<file path="src/rtl/hazard_fwd_unit.sv">
// hazard_fwd_unit
// Scoreboard-based hazard detection and operand forwarding for the in-order
// pipeline. The scoreboard tracks one in-flight write per stage after ID
// (entry 0 = EX ... entry DEPTH-1 = WB). For each source operand of the
// instruction in ID the unit finds the youngest in-flight writer. It then
// either forwards that writer's result or stalls until the result exists.
// A saturating counter records the number of stalled cycles.
module hazard_fwd_unit #(
  parameter int XLEN       = 32,
  parameter int AW         = 5,
  parameter int DEPTH      = 3,
  parameter int LOAD_STAGE = 1,
  parameter int FWD_EN     = 1
) (
  input  logic                         clk,
  input  logic                         reset,
  input  logic                         id_valid,
  input  logic [AW-1:0]                id_rs1_addr,
  input  logic                         id_rs1_used,
  input  logic [AW-1:0]                id_rs2_addr,
  input  logic                         id_rs2_used,
  input  logic [AW-1:0]                id_rd_addr,
  input  logic                         id_rf_wen,
  input  logic                         id_is_load,
  input  logic                         flush,
  input  logic [XLEN-1:0]              rf_rs1_data,
  input  logic [XLEN-1:0]              rf_rs2_data,
  input  logic [DEPTH*XLEN-1:0]        stage_data,
  output logic                         stall,
  output logic                         issue,
  output logic [$clog2(DEPTH+1)-1:0]   fwd_sel_rs1,
  output logic [$clog2(DEPTH+1)-1:0]   fwd_sel_rs2,
  output logic [XLEN-1:0]              fw_rs1_data,
  output logic [XLEN-1:0]              fw_rs2_data,
  output logic [31:0]                  stall_cnt
);

  localparam int SW = $clog2(DEPTH + 1);

  // Scoreboard: one record per stage after ID, index 0 is the youngest.
  logic [DEPTH-1:0]         sb_valid_q, sb_valid_d;
  logic [DEPTH-1:0]         sb_wen_q,   sb_wen_d;
  logic [DEPTH-1:0]         sb_load_q,  sb_load_d;
  logic [DEPTH-1:0][AW-1:0] sb_rd_q,    sb_rd_d;

  logic [31:0] stall_cnt_q, stall_cnt_d;

  // Per-operand lookup results.
  logic          rs1_hit, rs1_avail;
  logic          rs2_hit, rs2_avail;
  logic [SW-1:0] rs1_idx, rs2_idx;
  logic          stall_rs1, stall_rs2;
  logic          fwd_ok;

  // Forwarding can be disabled at build time; every match then becomes a stall.
  assign fwd_ok = (FWD_EN != 0);

  // Youngest-writer lookup. The loop walks from the oldest entry to the
  // youngest, so the last assignment comes from the youngest match. x0 never
  // matches because it is hardwired to zero and is never a real dependency.
  function automatic logic [SW+1:0] lookup(input logic [AW-1:0] addr,
                                           input logic          used);
    logic          hit;
    logic          avail;
    logic [SW-1:0] idx;
    hit   = 1'b0;
    avail = 1'b0;
    idx   = '0;
    for (int k = DEPTH - 1; k >= 0; k--) begin
      if (sb_valid_q[k] && sb_wen_q[k] && (sb_rd_q[k] == addr) &&
          (addr != '0) && used) begin
        hit   = 1'b1;
        idx   = SW'(k);
        // Load results appear only from LOAD_STAGE onward.
        avail = !sb_load_q[k] || (k >= LOAD_STAGE);
      end
    end
    return {hit, avail, idx};
  endfunction

  // Resolve the dependency of each source operand against the scoreboard.
  always_comb begin
    {rs1_hit, rs1_avail, rs1_idx} = lookup(id_rs1_addr, id_rs1_used);
    {rs2_hit, rs2_avail, rs2_idx} = lookup(id_rs2_addr, id_rs2_used);
  end

  // Stall and issue decisions. A flush kills the ID instruction, so a stall
  // in the same cycle would only hold a dead instruction; flush wins.
  always_comb begin
    stall_rs1 = id_valid && rs1_hit && (!rs1_avail || !fwd_ok);
    stall_rs2 = id_valid && rs2_hit && (!rs2_avail || !fwd_ok);
    stall     = (stall_rs1 || stall_rs2) && !flush && !reset;
    issue     = id_valid && !stall && !flush;
  end

  // Operand selection: select 0 is the register file, k+1 is entry k. The
  // WB entry still forwards because a write in WB is seen by reads next cycle.
  always_comb begin
    fwd_sel_rs1 = '0;
    fwd_sel_rs2 = '0;
    if (!reset && fwd_ok && rs1_hit && rs1_avail) begin
      fwd_sel_rs1 = rs1_idx + SW'(1);
    end
    if (!reset && fwd_ok && rs2_hit && rs2_avail) begin
      fwd_sel_rs2 = rs2_idx + SW'(1);
    end
    fw_rs1_data = rf_rs1_data;
    fw_rs2_data = rf_rs2_data;
    if (fwd_sel_rs1 != '0) begin
      fw_rs1_data = stage_data[int'(rs1_idx)*XLEN +: XLEN];
    end
    if (fwd_sel_rs2 != '0) begin
      fw_rs2_data = stage_data[int'(rs2_idx)*XLEN +: XLEN];
    end
  end

  // Scoreboard advance: the ID instruction enters entry 0 only when it
  // issues. Otherwise a bubble enters. All other entries move one stage older.
  always_comb begin
    sb_valid_d = '0;
    sb_wen_d   = '0;
    sb_load_d  = '0;
    sb_rd_d    = '0;
    sb_valid_d[0] = issue;
    sb_wen_d[0]   = issue && id_rf_wen;
    sb_load_d[0]  = issue && id_is_load;
    sb_rd_d[0]    = issue ? id_rd_addr : '0;
    for (int k = 1; k < DEPTH; k++) begin
      sb_valid_d[k] = sb_valid_q[k-1];
      sb_wen_d[k]   = sb_wen_q[k-1];
      sb_load_d[k]  = sb_load_q[k-1];
      sb_rd_d[k]    = sb_rd_q[k-1];
    end
  end

  // The stall counter saturates instead of wrapping.
  always_comb begin
    stall_cnt_d = stall_cnt_q;
    if (stall && (stall_cnt_q != 32'hFFFF_FFFF)) begin
      stall_cnt_d = stall_cnt_q + 32'd1;
    end
  end

  // State registers. Reset may arrive at any time, including mid-stall.
  always_ff @(posedge clk or posedge reset) begin
    if (reset) begin
      sb_valid_q  <= '0;
      sb_wen_q    <= '0;
      sb_load_q   <= '0;
      sb_rd_q     <= '0;
      stall_cnt_q <= '0;
    end else begin
      sb_valid_q  <= sb_valid_d;
      sb_wen_q    <= sb_wen_d;
      sb_load_q   <= sb_load_d;
      sb_rd_q     <= sb_rd_d;
      stall_cnt_q <= stall_cnt_d;
    end
  end

  assign stall_cnt = stall_cnt_q;

endmodule
</file>
<file path="config.mk">
export PLATFORM = sky130hd
export DESIGN_NAME = hazard_fwd_unit
export DESIGN_NICKNAME = d
export VERILOG_FILES = /design/src/rtl/hazard_fwd_unit.sv
export SDC_FILE = /design/constraint.sdc
export NUM_CORES = 1
export LEC_CHECK = 0
export ABC_AREA = 1
export CAP_MARGIN = 30
export CELL_PAD_IN_SITES_DETAIL_PLACEMENT = 1
export CELL_PAD_IN_SITES_GLOBAL_PLACEMENT = 2
export CORE_ASPECT_RATIO = 0.6
export CORE_UTILIZATION = 17
export DETAILED_ROUTE_END_ITERATION = 10
export PLACE_DENSITY_LB_ADDON = 0.1
export SETUP_SLACK_MARGIN = 0.3
export SYNTH_ARGS = -nofsm -noshare
export SYNTH_HDL_FRONTEND = slang
export SYNTH_SLANG_ARGS = --single-unit
</file>
<file path="constraint.sdc">
create_clock -name clk -period 4.4 [get_ports clk]
set_clock_uncertainty 0.2 [all_clocks]
set_input_delay 1.1 -clock clk [delete_from_list [all_inputs] [get_ports clk]]
set_output_delay 1.1 -clock clk [all_outputs]
set_load 0.01 [all_outputs]
</file>
==> flow_metrics.env <==
export IMPL_cts_buffer_depth=2
export IMPL_p_seq_share_pct=35.2
export IMPL_crit_fanout=5
export IMPL_pin_count=285
export IMPL_async_flop_share_pct=100.0
export IMPL_grt_pass1_vias=7834
export IMPL_hold_viol_final=0
export IMPL_ant_nets=0
export IMPL_hold_class="reg2reg"
export IMPL_synth_cell_type_count=33
export IMPL_multiInputGateArea_sq_um=4693
export IMPL_p_clk_share_pct=33.8
export IMPL_path_class="in2out"
export IMPL_die_y_um=140.6
export IMPL_fillCellCount=3713
export IMPL_hold_slack_ps=180.3
export IMPL_yosysSeqAreaShare_pct=24.84
export IMPL_yosys_area_top_type="dfrtp_1"
export IMPL_grt_max_degree=55
export IMPL_startpoint_type="input pin"
export IMPL_grt_overflow_total=0
export IMPL_antenna_cells=0
export IMPL_fp_dieW_um=232.9
export IMPL_synth_flop_cell="dfrtp_1"
export IMPL_synth_top_area_share_pct=24.84
export IMPL_syn2layout_area_growth_pct=121.7
export IMPL_ys_top_cells_by_count="281 x nand2_1, 210 x nand3_1, 70 x nor2_1, 56 x inv_1, 54 x dfrtp_1"
export IMPL_hp_start="sb_valid_q[0]"
export IMPL_regArea_sq_um=1351
export IMPL_fmax_mhz=230.6
export IMPL_vias_per_cell=4.533
export IMPL_drv_cap=0
export IMPL_antenna_found_initial=0
export IMPL_combinationalPowerShare_pct=31.0
export IMPL_slew_viol_final=0
export IMPL_internal_power_mw=1.044
export IMPL_synth_avg_cell_area_sq_um=6.077
export IMPL_p_per_area_nw_per_um2=120.9
export IMPL_synth_edf_count=0
export IMPL_setup_viol=0
export IMPL_ys_warn_count=0
export IMPL_p_leak_nw=5.332
export IMPL_place_congestion=0.7760
export IMPL_worstMarginPinSlew_ps=776.2
export IMPL_yosys_top_cells_area="dfrtp_1 25%, nand2_1 19%, nand3_1 19%, nand3b_1 5.0%, nor2_1 4.8%"
export IMPL_final_core_util_pct=38.47
export IMPL_numCtsBuffers=5
export IMPL_rsz0062_at_grt="yes"
export IMPL_synth_area_sq_um=5439
export IMPL_h_tree_depth=2
export IMPL_port_buffers=284
export IMPL_design_area_sq_um=12060
export IMPL_finalCriticalPeriod_ps=4337
export IMPL_layout_cells_non_filler=1714
export IMPL_worstReg2RegStart="stall_cnt[17]"
export IMPL_endpoint_kind="output pin"
export IMPL_grt_pass1_wl_mm=51.11
export IMPL_slew_headroom_pct=48.26
export IMPL_synthesis_nets=1079
export IMPL_status="finished clean"
export IMPL_dpl_instance_area_sq_um=9163
export IMPL_placementRows=50
export IMPL_grt_usage_pct=21.21
export IMPL_critPathArrivalTime_ps=3040
export IMPL_insertion_delay_ps=310
export IMPL_critical_path_required_ps=3100
export IMPL_p_sw_mw=0.4139
export IMPL_postCtsHoldBufs=0
export IMPL_period_share_pct=98.58
export IMPL_drc=0
export IMPL_clock_sinks=54
export IMPL_post_drt_wl_per_cell_um=21.25
export IMPL_initialDrtViolationCount=477
export IMPL_nets=1481
export IMPL_dr_pass1_iters=5
export IMPL_die_area_sq_um=32740
export IMPL_cts_clk_slew_worst_paths_ps=90
export IMPL_syn_inst=895
export IMPL_finalWirelength_mm=36.42
export IMPL_setup_worst_path_start="id_rs2_addr[1]"
export IMPL_initial_core_util_pct=17.35
export IMPL_hpwl_mm=23.92
export IMPL_ir_drop_mv=0.1455
export IMPL_dpl_cell_count=1606
export IMPL_clockRootBuffer="clkbuf_16"
export IMPL_synth_seq_cells=54
export IMPL_swShare_pct=28.40
export IMPL_vias=7770
export IMPL_drive_gt1_share_pct=37.44
export IMPL_yosysMostFrequentCell="nand2_1"
export IMPL_coreArea_sq_um=31340
export IMPL_cts_tree="done"
==> final timing paths <==
path | end | cells past startpoint | slack [ps]
hold reg to reg | sb_valid_q[1] | 0 | 180
min in group asynchronous | sb_load_q[0] | 3 | 1310
setup / recovery | fw_rs2_data[20] | 18 | 60
max in group asynchronous | stall_cnt[18] | 3 | 2180
setup reg to reg | stall_cnt[29] | 7 | 1950
hold / removal | sb_valid_q[1] | 0 | 180
==> registers in the layout (all words and copies together), names as in the netlist <==
register,flops
sb_rd_q,5
sb_wen_q,3
stall_cnt,32
sb_rd_d,10
sb_valid_q,3
sb_load_q,1
==> logic make-up after synthesis <==
family / count (synthesis) / synth area share, %
DFF: 54 / 24.84
adders and majority gates: 1 / 0.2300
buffers and inverters: 113 / 9.202
and+or+nand+nor: 675 / 58.02
xor gates and xnor gates: 37 / 5.958
AOI/OAI and AO/OA: 15 / 1.748
==> power groups by stage <==
stage	Sequential [mW]	Clock, mW	Combinational [mW]
after CTS	0.512	0.514	0.398
after floorplan	0.519	0	0.123
after global placement	0.521	0	0.403
after global routing	0.515	0.533	0.486
final	0.513	0.492	0.452
after detailed placement	0.522	0	0.403
==> cells in the final DEF, fill, tap and decap left out, drive strengths merged <==
master	Yosys	routed
nand2	287	287
buf	33	226
nand3	213	213
clkdlybuf4s50	0	202
nor2	80	80
inv	67	68
dfrtp	54	54
nand3b	36	36
or2	32	32
xnor2	24	24
nand4	16	16
clkbuf	13	16
xor2	13	13
nor3	10	10
a21oi	9	9
o21ai	5	5
nor4	1	1
clkinvlp	0	1
o22ai	1	1
ha	1	1
bufinv	0	1
bufbuf	0	1
clkinv	0	1
==> area by class of cell <==
| type | instances | share of cell area [%] |
|---|---|---|
| timing repair buffer | 440 | 41.50 |
| tap | 416 | 4.317 |
| clock inverter | 3 | 0.3944 |
| timing repair inverter | 1 | 0.1349 |
| multi-input combinational | 728 | 38.93 |
| clock buffer | 5 | 1.038 |
| inverter | 67 | 2.480 |
| sequential | 54 | 11.21 |
==> repair_timing <==
item | in CTS | in global routing
resized for setup | 441 | 294
endpoints found under the setup margin | 70 | 70
pin swaps | 49 | 101
buffers inserted | 56 | 15
cloned | 23 | 6
==> through the flow <==
step	setup slack [ps]	power [mW]	setup TNS (ps)
finish	62.65	1.458	0
floorplan	403.8	0.6419	0
global route	-15.34	1.534	-15.34
CTS	104.8	1.425	0
global placement	-617.2	0.9243	-37000
detailed placement	-602.5	0.9245	-36460
==> layer usage <==
layer,track usage [%],wire (um),up-vias
met1,30.60,17750,3777
met4,3.130,400,0
met3,4.479,1958,35
li1,-,-,3739
met2,32.66,16310,219
met5,0,0,-
==> critical path: stages <==
cell     delay, ps
buf_8          100
buf_6          110
buf_6          110
xnor2_4        140
nand2_2         90
nor2_4         170
nand3_2        110
nand2_2        100
a21oi_4         50
buf_6          110
buf_6          100
buf_6          110
buf_12         130
buf_16         140
buf_12         120
nand3_2         60
nand2_1         50
buf_2          130
No activity file was read; power rests on OpenSTA's default activity.
